File: src/rtl/rtmc_spi_pkg.sv
// Shared definitions for the SPI register-access controller.
//   state_e           : controller FSM states
//   CMD_RD_BIT        : command-byte bit that selects read (1) or write (0)
//   REG_ADDR_W        : register address width
//   SYNC_BYTE_DEFAULT : default byte shifted out during the command byte
package rtmc_spi_pkg;

    localparam int         CMD_RD_BIT        = 7;
    localparam int         REG_ADDR_W        = 7;
    localparam logic [7:0] SYNC_BYTE_DEFAULT = 8'hA5;

    typedef enum logic [1:0] {
        CMD   = 2'd0,
        WR    = 2'd1,
        FETCH = 2'd2,
        RD    = 2'd3
    } state_e;

endpackage

File: src/rtl/rtmc_spi_regctl.sv
// SPI register-access controller. It parses the byte stream from the SPI
// shifter into read/write commands, drives a single-cycle register bus, and
// offers transmit bytes back to the shifter: a sync byte during the command
// byte, then the register read data.
//
// Ports:
//   clk, rst_n          core clock, asynchronous active-low reset
//   cs_n                SPI chip select (high = frame idle)
//   din, din_valid      received byte from the shifter, one-cycle valid pulse
//   dout, dout_valid    byte offered to the shifter for the next transmit slot
//   dout_ack            one-cycle pulse: the shifter has started shifting dout
//   reg_addr/wdata/we   register write port (single-cycle strobe)
//   reg_re, reg_rdata   register read strobe, combinational read data
//   frame_active        high from the command byte until cs_n rises
//   dbg_state           current FSM state
//
// Handshake: dout is held stable while dout_valid is high. A dout_ack pulse
// in RD consumes the byte; dout_valid then drops until the next byte has been
// prefetched. dout_ack is ignored outside RD.
module rtmc_spi_regctl
    import rtmc_spi_pkg::*;
#(
    parameter logic [7:0] SYNC_BYTE = SYNC_BYTE_DEFAULT,
    parameter bit         AUTO_INC  = 1'b1
) (
    input  logic                  clk,
    input  logic                  rst_n,
    input  logic                  cs_n,
    input  logic [7:0]            din,
    input  logic                  din_valid,
    output logic [7:0]            dout,
    output logic                  dout_valid,
    input  logic                  dout_ack,
    output logic [REG_ADDR_W-1:0] reg_addr,
    output logic [7:0]            reg_wdata,
    output logic                  reg_we,
    output logic                  reg_re,
    input  logic [7:0]            reg_rdata,
    output logic                  frame_active,
    output state_e                dbg_state
);

    localparam logic [REG_ADDR_W-1:0] ADDR_STEP = {{(REG_ADDR_W-1){1'b0}}, AUTO_INC};

    state_e                  state_q, state_d;
    logic [REG_ADDR_W-1:0]   addr_q, addr_d;
    logic [7:0]              dout_q, dout_d;
    logic                    dout_valid_q, dout_valid_d;
    logic [7:0]              wdata_q, wdata_d;
    logic                    we_q, we_d;
    logic                    frame_active_q, frame_active_d;

    always_ff @(posedge clk or negedge rst_n) begin
        if (!rst_n) begin
            state_q        <= CMD;
            addr_q         <= '0;
            dout_q         <= SYNC_BYTE;
            dout_valid_q   <= 1'b1;
            wdata_q        <= '0;
            we_q           <= 1'b0;
            frame_active_q <= 1'b0;
        end else begin
            state_q        <= state_d;
            addr_q         <= addr_d;
            dout_q         <= dout_d;
            dout_valid_q   <= dout_valid_d;
            wdata_q        <= wdata_d;
            we_q           <= we_d;
            frame_active_q <= frame_active_d;
        end
    end

    always_comb begin
        state_d        = state_q;
        addr_d         = addr_q;
        dout_d         = dout_q;
        dout_valid_d   = dout_valid_q;
        wdata_d        = wdata_q;
        we_d           = 1'b0;
        frame_active_d = frame_active_q;

        if (cs_n) begin
            // Frame end wins over any byte event; the address is kept.
            state_d        = CMD;
            dout_d         = SYNC_BYTE;
            dout_valid_d   = 1'b1;
            frame_active_d = 1'b0;
        end else begin
            // The address advances after the write strobe cycle has used it.
            if (we_q) begin
                addr_d = addr_q + ADDR_STEP;
            end

            unique case (state_q)
                CMD: begin
                    dout_d       = SYNC_BYTE;
                    dout_valid_d = 1'b1;
                    if (din_valid) begin
                        addr_d         = din[REG_ADDR_W-1:0];
                        frame_active_d = 1'b1;
                        // Nothing to offer until the first read is prefetched;
                        // write frames shift zeros.
                        dout_valid_d   = 1'b0;
                        state_d        = din[CMD_RD_BIT] ? FETCH : WR;
                    end
                end
                WR: begin
                    if (din_valid) begin
                        we_d    = 1'b1;
                        wdata_d = din;
                    end
                end
                FETCH: begin
                    dout_d       = reg_rdata;
                    dout_valid_d = 1'b1;
                    state_d      = RD;
                end
                RD: begin
                    if (dout_ack) begin
                        dout_valid_d = 1'b0;
                        addr_d       = addr_q + ADDR_STEP;
                        state_d      = FETCH;
                    end
                end
                default: state_d = CMD;
            endcase
        end
    end

    // Strobes are gated by cs_n so that a frame ending in the strobe cycle
    // produces no register access.
    assign reg_we       = we_q & ~cs_n;
    assign reg_re       = (state_q == FETCH) & ~cs_n;
    assign reg_addr     = addr_q;
    assign reg_wdata    = wdata_q;
    assign dout         = dout_q;
    assign dout_valid   = dout_valid_q;
    assign frame_active = frame_active_q;
    assign dbg_state    = state_q;

endmodule

File: config.mk
export PLATFORM = sky130hd
export DESIGN_NAME = rtmc_spi_regctl
export DESIGN_NICKNAME = d
export VERILOG_FILES = /design/src/rtl/rtmc_spi_pkg.sv /design/src/rtl/rtmc_spi_regctl.sv
export SDC_FILE = /design/constraint.sdc
export NUM_CORES = 1
export LEC_CHECK = 0
export CORE_ASPECT_RATIO = 2
export CORE_MARGIN = 4
export CORE_UTILIZATION = 35
export CTS_CLUSTER_DIAMETER = 80
export DETAILED_ROUTE_END_ITERATION = 7
export HOLD_SLACK_MARGIN = 0.05
export PLACE_DENSITY_LB_ADDON = 0.1
export SYNTH_ARGS = -nofsm -noshare
export SYNTH_HDL_FRONTEND = slang
export SYNTH_SLANG_ARGS = --single-unit
File: constraint.sdc
create_clock -name clk -period 4.5 [get_ports clk]
set_input_delay 0.9 -clock clk [delete_from_list [all_inputs] [get_ports clk]]
set_output_delay 0.9 -clock clk [all_outputs]
set_load 0.03 [all_outputs]
==> impl_metrics.toml, run 1 <==
[clock_tree]
cts_buffer_depth = 2
holdBufCountCts = 0
cts.root.buffer_cell = "clkbuf_8"
clkLatencyLatePin_ns = 0.27
clock_sinks = 28
cts_buffers = 3
path_clk_slew_ns = 0.09
h-tree-depth = 1
post_cts_buffers = 0
ctsResizeCount = 0
cts_tree = "yes"

[detailed_routing]
vias = 1448
first_pass_iters = 4
drt-total-wl_mm = 4.43
avgViaCountPerCell = 5.68
wl_per_cell_um = 17.4
antenna_left = 0
drc_errors = 0
drt-initial-drc-count = 31

[logic_synthesis]
synthArstFlopShare_pct = 100
yosys-top-cells-count = "23 x dfrtp_1, 11 x nand2_1, 11 x nor2_1"
ys_warn_count = 0
ys_top_cells_by_area = "dfrtp_1 36%, dfstp_2 8.3%, mux2_2 6.4%"
syn_area_per_cell_sq_um = 10.3
yosysSeqAreaShare_pct = 44.5
synth_top_cell_area_share_pct = 36.2
synth_most_common_cell = "dfrtp_1"
synth_fp_nets = 180
synth_area_sq_um = 1590
syn_inst = 154
synth.largest_area_cell = "dfrtp_1"
ys_seq_elements = 28
synth_cell_type_count = 49
synth_edf_count = 0
yosys_most_used_dff = "dfrtp_1"

[die]
rows = 34
start_util_pct = 36.3
die-area_sq_um = 5750
core_area_sq_um = 4380
floorplan.die.width_um = 55.6
die_height_um = 103
ios = 50

[timing]
finalSetupViolCount = 0
fin_crit_ns = 3.27
worstMarginPinSlew_ns = 0.476
drv_slew = 0
post-route-period-util_pct = 72.8
hold_viol_final = 0
fmax_mhz = 305
setup_ws_ns = 1.23
tns_ns = 0
whs_ns = 0.510
clock_skew_ns = 0.00302
rsz0062_at_grt = "false"
slew_headroom_pct = 67.4

[critical_path]
setup.worst_path.end_class = "output port"
cp.arrival_ns = 2.37
rrSetupSlack_ns = 2.14
reg2regPathDepth = 5
cpMaxStageDelayCell = "clkdlybuf4s50_1"
cp_top_family = "buffers and inverters"
reg2reg_to = "reg_addr[2]"
path_buf_inv = 2
startpoint_type = "input port"
cp.required_ns = 3.60
path_common_cell = "clkdlybuf4s50_1"
path_class = "in -> out"
cp_max_fo = 6
r2r-start = "dbg_state[0]"
critPathMaxStageDelay_ns = 0.72
crit_chain = "clkdlybuf4s50_1, nor2_1, clkdlybuf4s50_1"

[worst_hold_path]
hold_path.class = "reg -> reg"
hold_depth = 1
hold_start = "reg_wdata[0]"
holdPathEnd = "reg_wdata[0]"

[grt]
grt_max_degree = 29
grt.busiest_layer = "met2"
use_met3_pct = 1.99
grt_pass1_vias = 1521
grt.total_usage_pct = 16.0
grt_util_met2_pct = 31.2
use_met1_pct = 16.5
antenna_found_initial = 0
grt-ovfl-total = 0
grt_pass1_wl_mm = 7.27

[pwr]
p_leak_nw = 0.885
irDropWorstVdd_mv = 0.391
powerDensity_nw_per_um2 = 647

[run]
maxCapViolations = 0

[cells_and_area]
antennaDiodeCount = 0
regArea_sq_um = 707
final_layout_size_suffix_gt1_share_pct = 13.9
multi_input_area_sq_um = 825
syn2layout_area_growth_pct = 38.3
utilization_pct = 50.2
fin_area_sq_um = 2200
fillers = 410
fin_nets = 228

[placement]
dp_hpwl_mm = 3.42
port_buffers = 49
gp_congestion = 0.818
pre_cts_slack_ns = 1.23
dpl-instance-area_sq_um = 2130

[status]
outcome = "finished, final reports clean"
## layout make-up
| cell class | instances | share of cell area [%] |
|---|---|---|
| clock buffer | 3 | 1.88 |
| clock inverter | 1 | 1.37 |
| inverter | 6 | 1.02 |
| multi-input combinational | 112 | 37.5 |
| sequential | 28 | 32.2 |
| tap | 54 | 3.07 |
| timing repair buffer | 51 | 23.0 |
## cells in the final DEF (no fill, tap or decap), types with 4 or more instances in the layout
cell type / n
ha_1: 5
o22ai_1: 5
nand2_1: 11
nor3_1: 5
a21oi_1: 4
a22oi_1: 4
dfrtp_1: 23
o21ai_0: 5
inv_1: 6
mux2_2: 9
nand3_1: 5
clkdlybuf4s50_1: 49
nor2_1: 11
dfstp_2: 5
## power by group
group	internal [W]	leakage, nW	switching [W]
logic	0.000346	0.501	0.000434
registers	0.000345	0.348	0.0000994
clock network	0.000119	0.0357	0.0000787
## state kept, by name, indices dropped and copies added (netlist names)
| name | count |
|---|---|
| dout | 8 |
| reg_wdata | 8 |
| reg_addr | 7 |
| dbg_state | 2 |
| dout_valid | 1 |
| frame_active | 1 |
| we_q | 1 |
## kinds of logic (layout without fill, tap and decap cells)
logic type      count (synthesis)  count (layout)  share of synthesized area (%)
mux                            12              12                           8.27
flops                          28              28                           44.5
buf+inv                        14              61                           3.62
xor+xnor                        2               2                           1.10
simple gates                   53              53                           19.4
compound gates                 40              40                           19.1
fa+ha+maj                       5               5                           3.94
## how the worst max path moves through the flow
stage,startpoint,to,slack (ns),cells past startpoint
floorplan,dbg_state[0],reg_re,2.01,4
global placement,cs_n,reg_we,1.24,3
detailed placement,cs_n,reg_we,1.23,3
CTS,cs_n,reg_we,1.23,3
global route,cs_n,reg_we,1.15,3
finish,cs_n,reg_we,1.23,3
## worst register-to-register path, cell delays in order (launching register included)
cell and delay, ns:
dfrtp_1 0.57, inv_1 0.23, ha_1 0.48, nand3b_1 0.34, a2111oi_0 0.51, a221o_1 0.17
## metrics by stage
stage          instances  total power, W
2_1_floorplan        154        0.000942
4_1_cts              255         0.00144
3_3_place_gp         251         0.00122
3_5_place_dp         251         0.00123
6_report             255         0.00142
5_1_grt              255         0.00151
## per-layer routing
layer,share of wire (%),routed length [um]
met1,36,1600
met2,57,2550
met3,3.9,173
met4,2.5,112
met5,0,0
No activity file was read; power rests on OpenSTA's default activity.
==> inputs of run 2 (changes only) <==
==> constraint.sdc (replaced) <==
create_clock -name clk -period 2.75 [get_ports clk]
set_input_delay 0.55 -clock clk [delete_from_list [all_inputs] [get_ports clk]]
set_output_delay 0.55 -clock clk [all_outputs]
set_load 0.03 [all_outputs]
==> impl_metrics.toml, run 2 (synthesized netlist as in run 1, its figures left out) <==
[clock_tree]
path_clk_slew_ns = 0.10
cts_buffers = 3
cts_buffer_depth = 2
clkLatencyLatePin_ns = 0.28
cts_tree = "yes"
post_cts_buffers = 0
h-tree-depth = 1
ctsResizeCount = 0
clock_sinks = 28
holdBufCountCts = 0
cts.root.buffer_cell = "clkbuf_8"

[cells_and_area]
syn2layout_area_growth_pct = 39.4
layout_commonest_cell = "clkdlybuf4s50_1"
fin_area_sq_um = 2220
fillers = 411
final_layout_size_suffix_gt1_share_pct = 16.2
mostFrequentLayoutCells = "47 x clkdlybuf4s50_1, 23 x dfrtp_1, 11 x nor2_1, 11 x nand2_1, 9 x mux2_2"
utilization_pct = 50.6
antennaDiodeCount = 0
fin_nets = 231

[timing]
fmax_mhz = 455
drv_slew = 0
hold_viol_final = 0
worstMarginPinSlew_ns = 0.418
clock_skew_ns = 0.00303
slew_headroom_pct = 72.0
rsz0062_at_grt = "false"
post-route-period-util_pct = 79.9
whs_ns = 0.515
finalSetupViolCount = 0
fin_crit_ns = 2.20
tns_ns = 0

[detailed_routing]
vias = 1432
avgViaCountPerCell = 5.55
antenna_left = 0
drt-total-wl_mm = 4.43
drt-initial-drc-count = 28
wl_per_cell_um = 17.2
drc_errors = 0
first_pass_iters = 4

[die]
die_height_um = 103
die-area_sq_um = 5750
floorplan.die.width_um = 55.6
ios = 50
core_area_sq_um = 4380
rows = 34
start_util_pct = 36.3

[grt]
antenna_found_initial = 0
grt_max_degree = 29
grt.total_usage_pct = 15.6
grt_pass1_wl_mm = 7.14
grt-ovfl-total = 0
grt_pass1_vias = 1489

[pwr]
powerDensity_nw_per_um2 = 1060
p_leak_nw = 0.904
irDropWorstVdd_mv = 0.608

[critical_path]
cp.arrival_ns = 1.65
path_class = "in -> out"
cp_max_fo = 12
startpoint_type = "input port"
cp.required_ns = 2.20
setup.worst_path.end_class = "output port"

[placement]
dpl-instance-area_sq_um = 2140
port_buffers = 49
dp_hpwl_mm = 3.49
gp_congestion = 0.795

[worst_hold_path]
hold_path.class = "reg -> reg"

[run]
maxCapViolations = 0

[status]
outcome = "finished, final reports clean"
-- run 2: metrics by stage --
stage               instances  setup slack, ns  power [W]
global route              258            0.459    0.00249
detailed placement        254            0.484    0.00204
finish                    258            0.552    0.00236
global placement          254            0.511    0.00202
floorplan                 154            0.498    0.00154
CTS                       258            0.538    0.00238
-- run 2: routing by layer --
metal,vias to the layer above,GRT usage [%],wire length (um)
met5,-,0,0
met4,0,7.68,115
met3,10,1.99,169
met2,44,31.2,2560
met1,701,15.5,1590
li1,677,-,-
-- run 2: final cells by class --
| type | count | area [sq um] | area share (%) |
|---|---|---|---|
| inverters | 6 | 22.5 | 1.02 |
| clock buffers | 3 | 41.3 | 1.86 |
| flip-flops and latches | 28 | 707 | 31.9 |
| repair buffers | 54 | 523 | 23.6 |
| multi-input cells | 112 | 825 | 37.2 |
| clock inverters | 1 | 30.0 | 1.36 |
| well taps | 54 | 67.6 | 3.05 |
-- run 2: power breakdown --
part           internal, W  leakage (nW)  total, W  switching (W)
logic             0.000577         0.520   0.00132       0.000742
clock network     0.000195        0.0357  0.000330       0.000135
registers         0.000565         0.348  0.000707       0.000142
total              0.00134         0.904   0.00236        0.00102
-- run 2: critical path, stage by stage --
cell and delay, ns:
clkdlybuf4s50_1 0.62, nor2_1 0.28, buf_4 0.20
-- run 2: worst paths after layout --
kind	start	cells after the start	end	slack (ns)
worst min register to register	reg_wdata[1]	1	reg_wdata[1]	0.52
max in group asynchronous	rst_n	2	dout[0]	1.80
worst min-delay path	reg_wdata[1]	1	reg_wdata[1]	0.52
min in group asynchronous	rst_n	2	reg_wdata[6]	0.64
worst max-delay path	cs_n	3	reg_we	0.55
worst max register to register	dbg_state[1]	5	reg_addr[2]	0.70
==> inputs of run 3 (changes only) <==
==> constraint.sdc (replaced) <==
create_clock -name clk -period 2.17 [get_ports clk]
set_input_delay 0.434 -clock clk [delete_from_list [all_inputs] [get_ports clk]]
set_output_delay 0.434 -clock clk [all_outputs]
set_load 0.03 [all_outputs]
==> impl_metrics.toml, run 3 (synthesized netlist as in run 1, its figures left out) <==
[clock_tree]
clock_sinks = 28
clkLatencyLatePin_ns = 0.28
cts.root.buffer_cell = "clkbuf_8"
cts_buffer_depth = 2
path_clk_slew_ns = 0.10
holdBufCountCts = 0
cts_tree = "yes"
cts_buffers = 3
h-tree-depth = 1

[detailed_routing]
wl_per_cell_um = 17.8
avgViaCountPerCell = 5.59
drt-total-wl_mm = 4.71
drt-initial-drc-count = 27
antenna_left = 0
first_pass_iters = 4
drc_errors = 0
vias = 1476

[grt]
antenna_found_initial = 0
grt_pass1_wl_mm = 7.70
grt_pass1_vias = 1632
grt.total_usage_pct = 16.9
grt_max_degree = 29
grt-ovfl-total = 0

[die]
core_area_sq_um = 4380
die-area_sq_um = 5750
floorplan.die.width_um = 55.6
start_util_pct = 36.3
die_height_um = 103
rows = 34
ios = 50

[timing]
tns_ns = 0
fmax_mhz = 491
fin_crit_ns = 2.04
rsz0062_at_grt = "false"
post-route-period-util_pct = 93.9
hold_viol_final = 0
worstMarginPinSlew_ns = 0.391
drv_slew = 0
slew_headroom_pct = 73.6
finalSetupViolCount = 0
clock_skew_ns = 0.00249

[status]
outcome = "finished, final reports clean"

[worst_hold_path]
hold_path.class = "reg -> reg"
hold_start = "frame_active"

[pwr]
p_leak_nw = 0.928
p_seq_share_pct = 29.6
intPower_w = 0.00174
combPwrFrac_pct = 56.7
p_sw_share_pct = 42.9
powerDensity_nw_per_um2 = 1340
p_sw_w = 0.00130
p_clk_share_pct = 13.7
irDropWorstVdd_mv = 0.650

[placement]
placed_cells = 259
dp_hpwl_mm = 3.68
gp_congestion = 0.908
port_buffers = 49

[critical_path]
cp.required_ns = 1.74
cp.arrival_ns = 1.60
path_class = "in -> out"
critPathLaunch = "cs_n"
r2r-start = "dbg_state[1]"
startpoint_type = "input port"
cp_max_fo = 7
setup.worst_path.end_class = "output port"

[cells_and_area]
antennaDiodeCount = 0
layout_commonest_cell = "clkdlybuf4s50_1"
fin_nets = 237
final_layout_size_suffix_gt1_share_pct = 19.5
fillers = 408
fin_cells = 264
syn2layout_area_growth_pct = 42.6
mostFrequentLayoutCells = "47 x clkdlybuf4s50_1, 22 x dfrtp_1, 13 x buf_4"

[run]
maxCapViolations = 0
run 3: cell count changes in the layout (fill, tap and decap cells not counted), sizes merged:
cell  change
buf       +6
run 3: worst paths after layout:
check | endpoint | depth (start not counted) | slack, ns
worst min-delay path | frame_active | 2 | 0.51
worst min register to register | frame_active | 2 | 0.51
min in group asynchronous | reg_addr[6] | 2 | 0.53
max in group asynchronous | dout[0] | 2 | 1.32
worst max register to register | reg_addr[5] | 6 | 0.18
worst max-delay path | reg_we | 4 | 0.13
run 3: metrics by stage:
stage               area, sq um  utilization (%)  setup WS [ns]  hold WS (ns)  power (W)
floorplan                  1590                -        0.00361         0.138    0.00196
global placement           2180             49.8          0.155         0.489    0.00260
detailed placement         2180             49.8         0.0618         0.495    0.00263
CTS                        2250             51.5         0.0597         0.517    0.00306
global route               2270             51.7         0.0467         0.545    0.00323
finish                     2270             51.7          0.132         0.510    0.00304
run 3: layout make-up:
cell class / instances / area (sq um) / share of cell area (%)
clock buffers: 3 / 41.3 / 1.82
clock inverters: 1 / 30.0 / 1.33
inverters: 6 / 22.5 / 0.994
multi-input cells: 112 / 828 / 36.6
flip-flops and latches: 28 / 708 / 31.3
well taps: 54 / 67.6 / 2.98
repair buffers: 60 / 568 / 25.1
run 3: metal layers:
layer  routed length (um)  share of wire, %  global-route usage [%]
met2                 2690                57                    34.1
met1                 1690                36                    16.4
met5                    0                 0                       0
met4                  149               3.2                    9.74
met3                  176               3.7                    1.49
run 3: power by group through the flow:
stage	registers (W)	clock network [W]	logic, W
3_5_place_dp	0.000913	0	0.00172
3_3_place_gp	0.000899	0	0.00170
5_1_grt	0.000927	0.000446	0.00186
6_report	0.000900	0.000416	0.00172
2_1_floorplan	0.00123	0	0.000726
4_1_cts	0.000901	0.000430	0.00173
run 3: what timing repair did:
item	CTS	global route
setup buffers	0	1
resized for setup	0	2
endpoints found under the hold margin	0	0
setup endpoints to repair	0	3
run 3: critical path: stages:
cell             delay, ns
clkdlybuf4s50_1       0.54
buf_4                 0.22
nor2_1                0.20
buf_4                 0.20
